<file path="src/rtl/wb_clint_pkg.sv">
// Shared definitions for the CLINT timer: register word offsets, reset constants,
// register-select decode and the byte-lane write merge helper.
package wb_clint_pkg;

   localparam logic [5:0] OFF_MSIP        = 6'h00;
   localparam logic [5:0] OFF_MTIMECMP_LO = 6'h02;
   localparam logic [5:0] OFF_MTIMECMP_HI = 6'h03;
   localparam logic [5:0] OFF_MTIME_LO    = 6'h04;
   localparam logic [5:0] OFF_MTIME_HI    = 6'h05;
   localparam logic [5:0] OFF_PRESCALE    = 6'h06;

   localparam logic [63:0] MTIMECMP_RST = 64'hFFFF_FFFF_FFFF_FFFF;

   typedef enum logic [2:0] {
      REG_MSIP,
      REG_MTIMECMP_LO,
      REG_MTIMECMP_HI,
      REG_MTIME_LO,
      REG_MTIME_HI,
      REG_PRESCALE,
      REG_NONE
   } reg_sel_e;

   // Offsets are word indices taken from adr[7:2].
   function automatic reg_sel_e decode_reg(input logic [5:0] word);
      reg_sel_e sel;
      case (word)
         OFF_MSIP:        sel = REG_MSIP;
         OFF_MTIMECMP_LO: sel = REG_MTIMECMP_LO;
         OFF_MTIMECMP_HI: sel = REG_MTIMECMP_HI;
         OFF_MTIME_LO:    sel = REG_MTIME_LO;
         OFF_MTIME_HI:    sel = REG_MTIME_HI;
         OFF_PRESCALE:    sel = REG_PRESCALE;
         default:         sel = REG_NONE;
      endcase
      return sel;
   endfunction

   function automatic logic [31:0] merge_bytes(input logic [31:0] old_word,
                                               input logic [31:0] new_word,
                                               input logic [3:0]  sel);
      logic [31:0] res;
      res = old_word;
      for (int i = 0; i < 4; i++) begin
         if (sel[i]) res[i*8 +: 8] = new_word[i*8 +: 8];
      end
      return res;
   endfunction

endpackage

</file>
<file path="src/rtl/clint_tick_gen.sv">
// Prescaler for mtime: emits a one-cycle tick every div+1 clocks; a clear
// restarts the count from zero on the same edge.
module clint_tick_gen
   import wb_clint_pkg::*;
#(
   parameter int PRESCALE_W = 16
) (
   input  logic                  clk,
   input  logic                  rst,
   input  logic [PRESCALE_W-1:0] div,
   input  logic                  clear,
   output logic                  tick
);

   logic [PRESCALE_W-1:0] cnt_q, cnt_d;

   assign tick = (cnt_q == div);

   always_comb begin
      cnt_d = tick ? '0 : cnt_q + 1'b1;
      if (clear) cnt_d = '0;
   end

   always_ff @(posedge clk or posedge rst) begin
      if (rst) cnt_q <= '0;
      else     cnt_q <= cnt_d;
   end

endmodule

</file>
<file path="src/rtl/wb_clint_timer.sv">
// Wishbone classic CLINT slave: 64-bit mtime/mtimecmp, msip and tick prescaler,
// driving the machine timer and software interrupt lines.
module wb_clint_timer
   import wb_clint_pkg::*;
#(
   parameter int                    PRESCALE_W  = 16,
   parameter logic [PRESCALE_W-1:0] DEFAULT_DIV = '0
) (
   input  logic        wb_clk_i,
   input  logic        wb_rst_i,
   input  logic [31:0] wb_adr_i,
   input  logic [31:0] wb_dat_i,
   input  logic [3:0]  wb_sel_i,
   input  logic        wb_we_i,
   input  logic        wb_cyc_i,
   input  logic        wb_stb_i,
   input  logic [2:0]  wb_cti_i,
   input  logic [1:0]  wb_bte_i,
   output logic [31:0] wb_dat_o,
   output logic        wb_ack_o,
   output logic        wb_err_o,
   output logic        wb_rty_o,
   output logic        timer_irq_o,
   output logic        soft_irq_o
);

   logic                  ack_q, ack_d, err_q, err_d;
   logic [31:0]           dat_q, dat_d;
   logic                  msip_q, msip_d;
   logic [63:0]           mtimecmp_q, mtimecmp_d;
   logic [63:0]           mtime_q, mtime_d;
   logic [31:0]           hi_shadow_q, hi_shadow_d;
   logic [PRESCALE_W-1:0] prescale_q, prescale_d;
   logic                  timer_irq_q, timer_irq_d;

   reg_sel_e    reg_sel;
   logic        accept, wr, rd, prescale_wr, tick;
   logic [31:0] rdata, cur_word, wr_word;
   logic        unused_bus;

   assign unused_bus = ^{wb_adr_i[31:8], wb_adr_i[1:0], wb_cti_i, wb_bte_i};

   always_comb begin
      reg_sel     = decode_reg(wb_adr_i[7:2]);
      accept      = wb_cyc_i & wb_stb_i & ~ack_q & ~err_q;
      wr          = accept & wb_we_i & (reg_sel != REG_NONE);
      rd          = accept & ~wb_we_i & (reg_sel != REG_NONE);
      prescale_wr = wr & (reg_sel == REG_PRESCALE);
   end

   // Read data for the bus; writes merge into the live word, so MTIME_HI uses
   // the counter itself rather than the read shadow.
   always_comb begin
      rdata = '0;
      case (reg_sel)
         REG_MSIP:        rdata[0] = msip_q;
         REG_MTIMECMP_LO: rdata = mtimecmp_q[31:0];
         REG_MTIMECMP_HI: rdata = mtimecmp_q[63:32];
         REG_MTIME_LO:    rdata = mtime_q[31:0];
         REG_MTIME_HI:    rdata = hi_shadow_q;
         REG_PRESCALE:    rdata[PRESCALE_W-1:0] = prescale_q;
         default:         rdata = '0;
      endcase
      cur_word = (reg_sel == REG_MTIME_HI) ? mtime_q[63:32] : rdata;
      wr_word  = merge_bytes(cur_word, wb_dat_i, wb_sel_i);
   end

   clint_tick_gen #(.PRESCALE_W(PRESCALE_W)) u_tick_gen (
      .clk   (wb_clk_i),
      .rst   (wb_rst_i),
      .div   (prescale_q),
      .clear (prescale_wr),
      .tick  (tick)
   );

   always_comb begin
      ack_d       = accept & (reg_sel != REG_NONE);
      err_d       = accept & (reg_sel == REG_NONE);
      dat_d       = accept ? rdata : dat_q;
      msip_d      = msip_q;
      mtimecmp_d  = mtimecmp_q;
      mtime_d     = tick ? mtime_q + 64'd1 : mtime_q;
      hi_shadow_d = hi_shadow_q;
      prescale_d  = prescale_q;
      timer_irq_d = (mtime_q >= mtimecmp_q);
      // A software write to either mtime half wins over the tick for the whole counter.
      if (wr) begin
         case (reg_sel)
            REG_MSIP:        msip_d = wr_word[0];
            REG_MTIMECMP_LO: mtimecmp_d[31:0] = wr_word;
            REG_MTIMECMP_HI: mtimecmp_d[63:32] = wr_word;
            REG_MTIME_LO:    mtime_d = {mtime_q[63:32], wr_word};
            REG_MTIME_HI:    mtime_d = {wr_word, mtime_q[31:0]};
            REG_PRESCALE:    prescale_d = wr_word[PRESCALE_W-1:0];
            default:         msip_d = msip_q;
         endcase
      end
      if (rd && (reg_sel == REG_MTIME_LO)) hi_shadow_d = mtime_q[63:32];
   end

   always_ff @(posedge wb_clk_i or posedge wb_rst_i) begin
      if (wb_rst_i) begin
         ack_q       <= 1'b0;
         err_q       <= 1'b0;
         dat_q       <= '0;
         msip_q      <= 1'b0;
         mtimecmp_q  <= MTIMECMP_RST;
         mtime_q     <= '0;
         hi_shadow_q <= '0;
         prescale_q  <= DEFAULT_DIV;
         timer_irq_q <= 1'b0;
      end else begin
         ack_q       <= ack_d;
         err_q       <= err_d;
         dat_q       <= dat_d;
         msip_q      <= msip_d;
         mtimecmp_q  <= mtimecmp_d;
         mtime_q     <= mtime_d;
         hi_shadow_q <= hi_shadow_d;
         prescale_q  <= prescale_d;
         timer_irq_q <= timer_irq_d;
      end
   end

   assign wb_dat_o    = dat_q;
   assign wb_ack_o    = ack_q;
   assign wb_err_o    = err_q;
   assign wb_rty_o    = 1'b0;
   assign timer_irq_o = timer_irq_q;
   assign soft_irq_o  = msip_q;

endmodule

</file>
<file path="config.mk">
export PLATFORM = sky130hd
export DESIGN_NAME = wb_clint_timer
export DESIGN_NICKNAME = d
export VERILOG_FILES = /design/src/rtl/wb_clint_pkg.sv /design/src/rtl/clint_tick_gen.sv /design/src/rtl/wb_clint_timer.sv
export SDC_FILE = /design/constraint.sdc
export NUM_CORES = 1
export LEC_CHECK = 0
export BUFFER_PORTS_ARGS = -buffer_cell sky130_fd_sc_hd__buf_4
export CELL_PAD_IN_SITES_DETAIL_PLACEMENT = 1
export CELL_PAD_IN_SITES_GLOBAL_PLACEMENT = 1
export CORE_MARGIN = 2
export CORE_UTILIZATION = 42
export CTS_CLUSTER_SIZE = 14
export DETAILED_ROUTE_END_ITERATION = 12
export GPL_TIMING_DRIVEN = 0
export HOLD_SLACK_MARGIN = 0.03
export PLACE_DENSITY = 0.86
export SETUP_SLACK_MARGIN = 0.3
export SLEW_MARGIN = 10
export SYNTH_ARGS = -nofsm -noshare
export SYNTH_HDL_FRONTEND = slang
export SYNTH_SLANG_ARGS = --single-unit
</file>
<file path="constraint.sdc">
create_clock -name wb_clk_i -period 7.8 [get_ports wb_clk_i]
set_input_delay 1.56 -clock wb_clk_i [delete_from_list [all_inputs] [get_ports wb_clk_i]]
set_output_delay 1.56 -clock wb_clk_i [all_outputs]
set_load 0.05 [all_outputs]
</file>
==> impl_metrics.tcl, run 1 <==
set metrics [dict create \
    final_layout_size_suffix_gt1_share_pct 18.55 \
    die_w_um 183.7 \
    netSwitchingFraction_pct 27.75 \
    synth_nets 1599 \
    ant_nets 0 \
    io_buffer_count 77 \
    cts_max_path_bufs 3 \
    power_per_cell_area_nw_per_um2 194.4 \
    worstHoldStart "wb_dat_o[5]" \
    cts_buffers 26 \
    maxSlewViolCount 0 \
    post_cts_setup_repair_buffer_count 0 \
    num_vias 12960 \
    routabilityCongestion 0.9652 \
    placed_wire_length_estimate_um 39420 \
    grt_pass1_wl_um 83630 \
    start_util_pct 42.76 \
    switching_power_mw 0.8495 \
    dr.pass1.iters 8 \
    tritoncts "built" \
    clockPowerShare_pct 46.1 \
    placement.cell_area_sq_um 14770 \
    fin_skew_ns 0.01613 \
    share_comb_of_total_power_pct 12.0 \
    drt-vias-per-instance 6.518 \
    antenna_found_initial 4 \
    synth_seq_cells 228 \
    worstMarginPinSlew_ns 1.183 \
    timing.setup.critical_path_class "input port to flip-flop" \
    cts_resized 0 \
    cp_data_required_time_ns 8.16 \
    finish.instance_area_sq_um 15750 \
    synth_enable_flop_cells 0 \
    max_cap_viol_count 0 \
    startpoint_type "input port" \
    clkLatencyLatePin_ns 0.55 \
    cts.sinks 228 \
    core.rowCount 65 \
    first_global_vias 13650 \
    cts_root_buf "clkbuf_16" \
    core-area_sq_um 31720 \
    final_min_period_over_clock_period_pct 75.22 \
    status "finished, final reports clean" \
    clkTransAtPathRegs_ns 0.07 \
    maximum_frequency_from_static_timing_analysis_ghz 0.1704 \
    cts_hold_repair.buffers 0 \
    crit-reg2reg-launch "wb_ack_o" \
    finalHoldViolations 0 \
    design.die.area_sq_um 33750 \
    design.final.nets 1710 \
    wirelength_um 54840 \
    fp.dieH_um 183.7 \
    internal_power_mw 2.212 \
    leakagePower_nw 6.546 \
    globalRouteTotalUtil_pct 32.79 \
    hold_path_class "flip-flop to flip-flop" \
    synthFlopType "dfrtp_1" \
    design.portCount 115 \
    critical_path.max_fanout 11 \
    postSynthAreaPerCell_sq_um 9.328 \
    crit_path_start "wb_adr_i[3]" \
    dp_slack_ns 1.604 \
    worstSetupEndpointType "flip-flop" \
    finalSetupViolations 0 \
    ir_drop_mv 0.1775 \
    synth_cells 1454 \
    fin_worst_hold_slack_ns 0.4827 \
    grt_setup_unrepaired "no" \
    route.detailed.wl_per_inst_um 27.57 \
    grt_remaining_overflow 0 \
    number_of_warnings_reported_in_the_yosys_synthesis_log 0 \
    drt-initial-drc-count 1529 \
    arrival_ns 6.23 \
    route.detailed.drc 0 \
    power.share.sequential_pct 41.9 \
    area_growth_syn_to_layout_pct 16.10 \
    area_of_the_mapped_netlist_sq_um 13560 \
    min_period_ns 5.867 \
    pin_count_of_the_biggest_net_entering_global_routing 39 \
    max_slew_margin_pct 21.17 \
    post-route-worst-setup-slack_ns 1.933 \
    synth_sequential_area_ratio_pct 42.66 \
    htree_levels 1 \
    fin_tns_setup_ns 0 \
    asyncSetResetFlopFracSynth_pct 100.0 \
    yosys.cell_types.count 75 \
]
layout make-up:
cell class / count / area [sq um]
Buffer: 89 / 390.4
Clock buffer: 31 / 730.7
Antenna cell: 2 / 5.005
Clock inverter: 17 / 242.7
Inverter: 77 / 292.8
Tap cell: 402 / 503.0
Multi-Input combinational cell: 1060 / 7098
Sequential cell: 228 / 5786
Fill cell: 3676 / 15970
Timing Repair Buffer: 83 / 698.2
metrics by stage:
step / utilization (%) / instances / power, mW
global placement: 46.18 / 1933 / 1.633
CTS: 49.63 / 1987 / 3.057
global route: 49.63 / 1987 / 3.146
finish: 49.65 / 1989 / 3.061
floorplan: - / 1454 / 1.510
detailed placement: 46.56 / 1939 / 1.653
layer usage:
layer,share of wire [%],vias up,global-route usage (%)
met5,0.047,-,0
li1,-,5521,-
met4,5.0,4,16.29
met3,9.5,191,8.102
met1,40,6517,42.07
met2,45,731,51.68
worst paths after layout:
path / to / slack, ns / depth (start not counted)
max: mtime_q[14] / 1.93 / 13
min in group asynchronous: wb_ack_o / 1.10 / 2
min reg2reg: wb_dat_o[5] / 0.48 / 2
max in group asynchronous: mtimecmp_q[16] / 5.51 / 5
max reg2reg: mtime_q[24] / 4.35 / 7
min: wb_dat_o[5] / 0.48 / 2
layout by cell type (no fill, tap or decap), drive strengths merged, types with 5 or more instances in the layout:
| cell type | netlist | routed |
|---|---|---|
| mux2 | 42 | 42 |
| clkinv | 0 | 8 |
| bufinv | 0 | 6 |
| a21oi | 58 | 58 |
| a221oi | 21 | 21 |
| a311oi | 5 | 5 |
| and4 | 9 | 9 |
| dfstp | 64 | 64 |
| nor4 | 16 | 16 |
| and3 | 27 | 27 |
| mux2i | 36 | 36 |
| a22oi | 21 | 21 |
| nor3 | 32 | 32 |
| o211ai | 6 | 6 |
| a21o | 5 | 5 |
| o21ai | 136 | 136 |
| clkbuf | 54 | 85 |
| nand4 | 28 | 28 |
| or3 | 7 | 7 |
| inv | 77 | 76 |
| a211oi | 34 | 34 |
| xor2 | 36 | 36 |
| a22o | 12 | 12 |
| nor2 | 89 | 89 |
| xnor2 | 28 | 28 |
| a222oi | 10 | 10 |
| nor2b | 5 | 5 |
| ha | 67 | 67 |
| dfrtp | 164 | 164 |
| nand3b | 10 | 10 |
| nor3b | 14 | 14 |
| o21a | 7 | 7 |
| and2 | 9 | 9 |
| buf | 35 | 118 |
| a31oi | 16 | 16 |
| nand2 | 162 | 162 |
| nand3 | 53 | 53 |
kinds of logic (layout without fill, tap and decap cells):
family | after synthesis | in the layout | synth area share [%]
AOI/OAI and AO/OA | 372 | 372 | 18.09
adders and majority gates | 67 | 67 | 6.181
buffers and inverters | 166 | 297 | 5.009
other | 1 | 3 | 0.02765
muxes | 78 | 78 | 6.144
and+or+nand+nor | 478 | 478 | 17.76
xor gates and xnor gates | 64 | 64 | 4.133
DFF | 228 | 228 | 42.66
power groups by stage:
| stage | combinational (mW) | clock [mW] | sequential (mW) |
|---|---|---|---|
| after CTS | 0.363 | 1.42 | 1.28 |
| final | 0.368 | 1.41 | 1.28 |
| after global placement | 0.337 | 0 | 1.30 |
| after global routing | 0.396 | 1.46 | 1.29 |
| after detailed placement | 0.357 | 0 | 1.30 |
| after floorplan | 0.199 | 0 | 1.31 |
flip-flops by register name (all words and copies together), names as in the netlist:
signal,cells
wb_err_o,1
mtimecmp_q,64
mtime_q,64
timer_irq_o,1
wb_dat_o,32
soft_irq_o,1
prescale_q,16
hi_shadow_q,32
wb_ack_o,1
u_tick_gen.cnt_q,16
synthesized netlist by cell type, types with 26 or more instances:
library cell | n | share of area (%)
inv_1 | 77 | 2.1
and3_1 | 27 | 1.2
nor2_1 | 88 | 2.4
mux2i_1 | 36 | 2.7
a211oi_1 | 33 | 1.8
dfrtp_1 | 164 | 30
clkbuf_1 | 53 | 1.5
nor3_1 | 26 | 0.96
mux2_2 | 42 | 3.5
nand2_1 | 162 | 4.5
xor2_1 | 36 | 2.3
xnor2_1 | 28 | 1.8
o21ai_0 | 121 | 4.5
ha_1 | 67 | 6.2
nand4_1 | 28 | 1.3
nand3_1 | 51 | 1.9
a21oi_1 | 58 | 2.1
dfstp_2 | 64 | 12
critical path, cell delays in order:
cell and delay, ns:
buf_2 0.19, buf_2 0.38, buf_2 0.47, xor2_1 0.12
nand3_1 0.12, ha_1 0.39, and4bb_1 0.30, nand2_1 0.13
buf_2 0.46, buf_1 0.89, nor3b_1 0.11, a221oi_1 0.84
mux2i_1 0.23
No activity file was read; power rests on OpenSTA's default activity.
==> run 2, diff against run 1 <==
--- a/config.mk
+++ b/config.mk
@@ -5,16 +5,17 @@
 export SDC_FILE = /design/constraint.sdc
 export NUM_CORES = 1
 export LEC_CHECK = 0
+export ABC_AREA = 1
 export BUFFER_PORTS_ARGS = -buffer_cell sky130_fd_sc_hd__buf_4
 export CELL_PAD_IN_SITES_DETAIL_PLACEMENT = 1
 export CELL_PAD_IN_SITES_GLOBAL_PLACEMENT = 1
 export CORE_MARGIN = 2
-export CORE_UTILIZATION = 42
+export CORE_UTILIZATION = 45
 export CTS_CLUSTER_SIZE = 14
 export DETAILED_ROUTE_END_ITERATION = 12
 export GPL_TIMING_DRIVEN = 0
 export HOLD_SLACK_MARGIN = 0.03
-export PLACE_DENSITY = 0.86
+export PLACE_DENSITY = 0.92
 export SETUP_SLACK_MARGIN = 0.3
 export SLEW_MARGIN = 10
 export SYNTH_ARGS = -nofsm -noshare
==> constraint.sdc (replaced) <==
create_clock -name wb_clk_i -period 5.52 [get_ports wb_clk_i]
set_input_delay 1.104 -clock wb_clk_i [delete_from_list [all_inputs] [get_ports wb_clk_i]]
set_output_delay 1.104 -clock wb_clk_i [all_outputs]
set_load 0.05 [all_outputs]
==> run 2 against run 1 <==
Effect of this change:
- clock power rose by 43%
- global-route usage rose by 9.0 points
- die area rose by 4.2%
- critical path depth rose by 2
- total power rose by 34%
- sequential power rose by 37%
- critical endpoint is now mtimecmp_q[5]
- highest routed layer unchanged
==> impl_metrics.tcl, run 2 <==
set metrics [dict create \
    status "finished, final reports clean" \
    setup.reg_to_reg.worst_slack_ns 2.14 \
    route.detailed.drc 0 \
    fin_util_pct 52.30 \
    htree_levels 1 \
    clkTransAtPathRegs_ns 0.06 \
    fin_worst_hold_slack_ns 0.4920 \
    placed_wire_length_estimate_um 55810 \
    hold_path_class "flip-flop to flip-flop" \
    netlist.area_leader.share_pct 27.07 \
    startpoint_type "input port" \
    synth_sequential_area_ratio_pct 38.16 \
    dp_slack_ns 1.242 \
    switching_power_mw 1.111 \
    mostFrequentLayoutCell "nand2_1" \
    drt-initial-drc-count 1735 \
    grt.busiest_layer "met2" \
    cts.sinks 228 \
    synth_enable_flop_cells 0 \
    area_growth_syn_to_layout_pct 15.08 \
    area_of_the_mapped_netlist_sq_um 15160 \
    power_per_cell_area_nw_per_um2 235.5 \
    reg.largest.list "mtime_q (64), mtimecmp_q (64)" \
    finalHoldViolations 0 \
    drt-vias-per-instance 6.264 \
    routabilityCongestion 1.022 \
    final_min_period_over_clock_period_pct 69.43 \
    design.portCount 115 \
    cts_buffers 29 \
    power.share.sequential_pct 42.6 \
    internal_power_mw 2.999 \
    pin_count_of_the_biggest_net_entering_global_routing 33 \
    globalRouteTotalUtil_pct 41.80 \
    post_cts_setup_repair_buffer_count 0 \
    leakagePower_nw 8.727 \
    asyncSetResetFlopFracSynth_pct 100.0 \
    layout.cells.most_common_list "nand2_1, inv_1, o21ai_0, nor2_1, dfrtp_1" \
    start_util_pct 45.44 \
    fp.dieH_um 187.6 \
    cp_data_required_time_ns 6.00 \
    route.detailed.wl_per_inst_um 27.08 \
    synth_nets 2309 \
    antenna_found_initial 4 \
    tritoncts "built" \
    post-route-worst-setup-slack_ns 1.687 \
    numPlacedInstances 2699 \
    synth_seq_cells 228 \
    grt.met1_usage_pct 55.57 \
    gr-usage-met2_pct 62.95 \
    arrival_ns 4.31 \
    dr.pass1.iters 5 \
    cts_max_path_bufs 3 \
    cts_resized 0 \
    post_layout_nonfiller_instances 2754 \
    grt_util_met3_pct 10.76 \
    wirelength_um 74570 \
    number_of_warnings_reported_in_the_yosys_synthesis_log 0 \
    critical_path.max_fanout 10 \
    num_vias 17250 \
    cp_num_buf_inv 6 \
    ant_nets 0 \
    grt_pass1_wl_um 109800 \
    fin_tns_setup_ns 0 \
    maximum_frequency_from_static_timing_analysis_ghz 0.2609 \
    first_global_vias 17580 \
    cts_hold_repair.buffers 0 \
    critPathTopFamily "simple AND/OR/NAND/NOR gates" \
    core-area_sq_um 33360 \
    cts_root_buf "clkbuf_16" \
    critical_path.cell_chain "buf_4 -> nor2_1 -> nand3_1 -> nand2_2 -> inv_4 -> ha_1 -> nand2_4 -> inv_2 -> nor2_2 -> inv_2 -> nor2_8 -> inv_2 -> nor2_2 -> clkbuf_1 -> o21ai_0" \
    io_buffer_count 80 \
    grt_setup_unrepaired "no" \
    share_comb_of_total_power_pct 8.6 \
    synth.most_common_cell "nand2_1" \
    cp_slowest_stage_delay_ns 0.67 \
    critPathSlowestCell "clkbuf_1" \
    max_slew_margin_pct 4.632 \
    finalSetupViolations 0 \
    maxSlewViolCount 0 \
    worstSetupEndpointType "flip-flop" \
    ir_drop_mv 0.2318 \
    clkLatencyLatePin_ns 0.59 \
    design.die.area_sq_um 35180 \
    timing.setup.critical_path_class "input port to flip-flop" \
    synthFlopType "dfrtp_1" \
    design.final.nets 2427 \
    min_period_ns 3.833 \
    die_w_um 187.6 \
    postSynthAreaPerCell_sq_um 7.006 \
    grt_remaining_overflow 0 \
    clockPowerShare_pct 48.8 \
    synth_top_cells_by_count "nand2_1, inv_1, o21ai_0, nor2_1, dfrtp_1" \
    worstMarginPinSlew_ns 1.431 \
    max_cap_viol_count 0 \
    synth_cells 2164 \
    nFillCells 4419 \
    post-synth-top-area-cell "dfrtp_1" \
    yosys-top-cells-area "dfrtp_1, nand2_1, dfstp_2" \
    critical-path-top-cell-by-count "inv_2" \
    netSwitchingFraction_pct 27.03 \
    fin_skew_ns 0.03010 \
    final_layout_size_suffix_gt1_share_pct 12.80 \
    yosys.cell_types.count 58 \
    core.rowCount 67 \
]
-- run 2: changes by cell type in the layout (fill, tap and decap cells not counted), sizes merged, moves of 30 or more --
cell,change
a211oi,-30
nand2,+482
nor2,+99
o21ai,+75
a21oi,+34
mux2,-42
nand3,+106
inv,+191
mux2i,-36
-- run 2: through the flow --
step                instance area [sq um]  total power, mW
finish                              17450            4.110
global placement                    16330            2.092
global route                        17450            4.193
detailed placement                  16470            2.121
CTS                                 17450            4.096
floorplan                           15170            1.971
-- run 2: worst register-to-register path: cells and delay by family (launching register included) --
family | cells | cell delay, ns
flip-flops | 1 | 0.54
adder cells (fa/ha/maj) | 1 | 0.40
AND/OR/NAND/NOR | 6 | 1.70
AO/OA/AOI/OAI | 2 | 0.38
buffers and inverters | 2 | 0.29
-- run 2: metal layers --
layer,routed length (um),up-vias
li1,-,7338
met1,30100,8573
met2,31730,1070
met3,8358,267
met4,4365,2
met5,13,-
-- run 2: power groups by stage --
stage / registers [mW] / clock network (mW) / logic (mW)
after floorplan: 1.82 / 0 / 0.155
after global placement: 1.77 / 0 / 0.318
after detailed placement: 1.78 / 0 / 0.346
after CTS: 1.75 / 2.00 / 0.351
after global routing: 1.75 / 2.06 / 0.382
final: 1.75 / 2.01 / 0.355
-- run 2: cell families after synthesis --
kind of cell	synth area share [%]
adders and majority gates	5.529
other	0.02473
AOI/OAI and AO/OA	13.34
and+or+nand+nor	31.94
buffers and inverters	9.449
xor gates and xnor gates	1.560
DFF	38.16
-- run 2: final timing paths --
| check | from | to | depth (start not counted) |
|---|---|---|---|
| max reg2reg | mtime_q[1] | mtime_q[40] | 11 |
| max in group asynchronous | wb_rst_i | mtimecmp_q[22] | 6 |
| max | wb_adr_i[2] | mtimecmp_q[5] | 15 |
| min reg2reg | wb_dat_o[21] | wb_dat_o[21] | 2 |
| min in group asynchronous | wb_rst_i | hi_shadow_q[1] | 2 |
| min | wb_dat_o[21] | wb_dat_o[21] | 2 |
-- run 2: area by class of cell --
cell class | count | area, sq um | area share, %
tap | 448 | 560.5 | 3.212
inverter | 269 | 1016 | 5.822
sequential | 228 | 5786 | 33.16
multi-input combinational | 1585 | 7944 | 45.53
clock buffer | 41 | 830.8 | 4.761
buffer | 82 | 420.4 | 2.409
timing repair buffer | 87 | 740.7 | 4.245
antenna | 1 | 2.502 | 0.01434
clock inverter | 13 | 148.9 | 0.8533
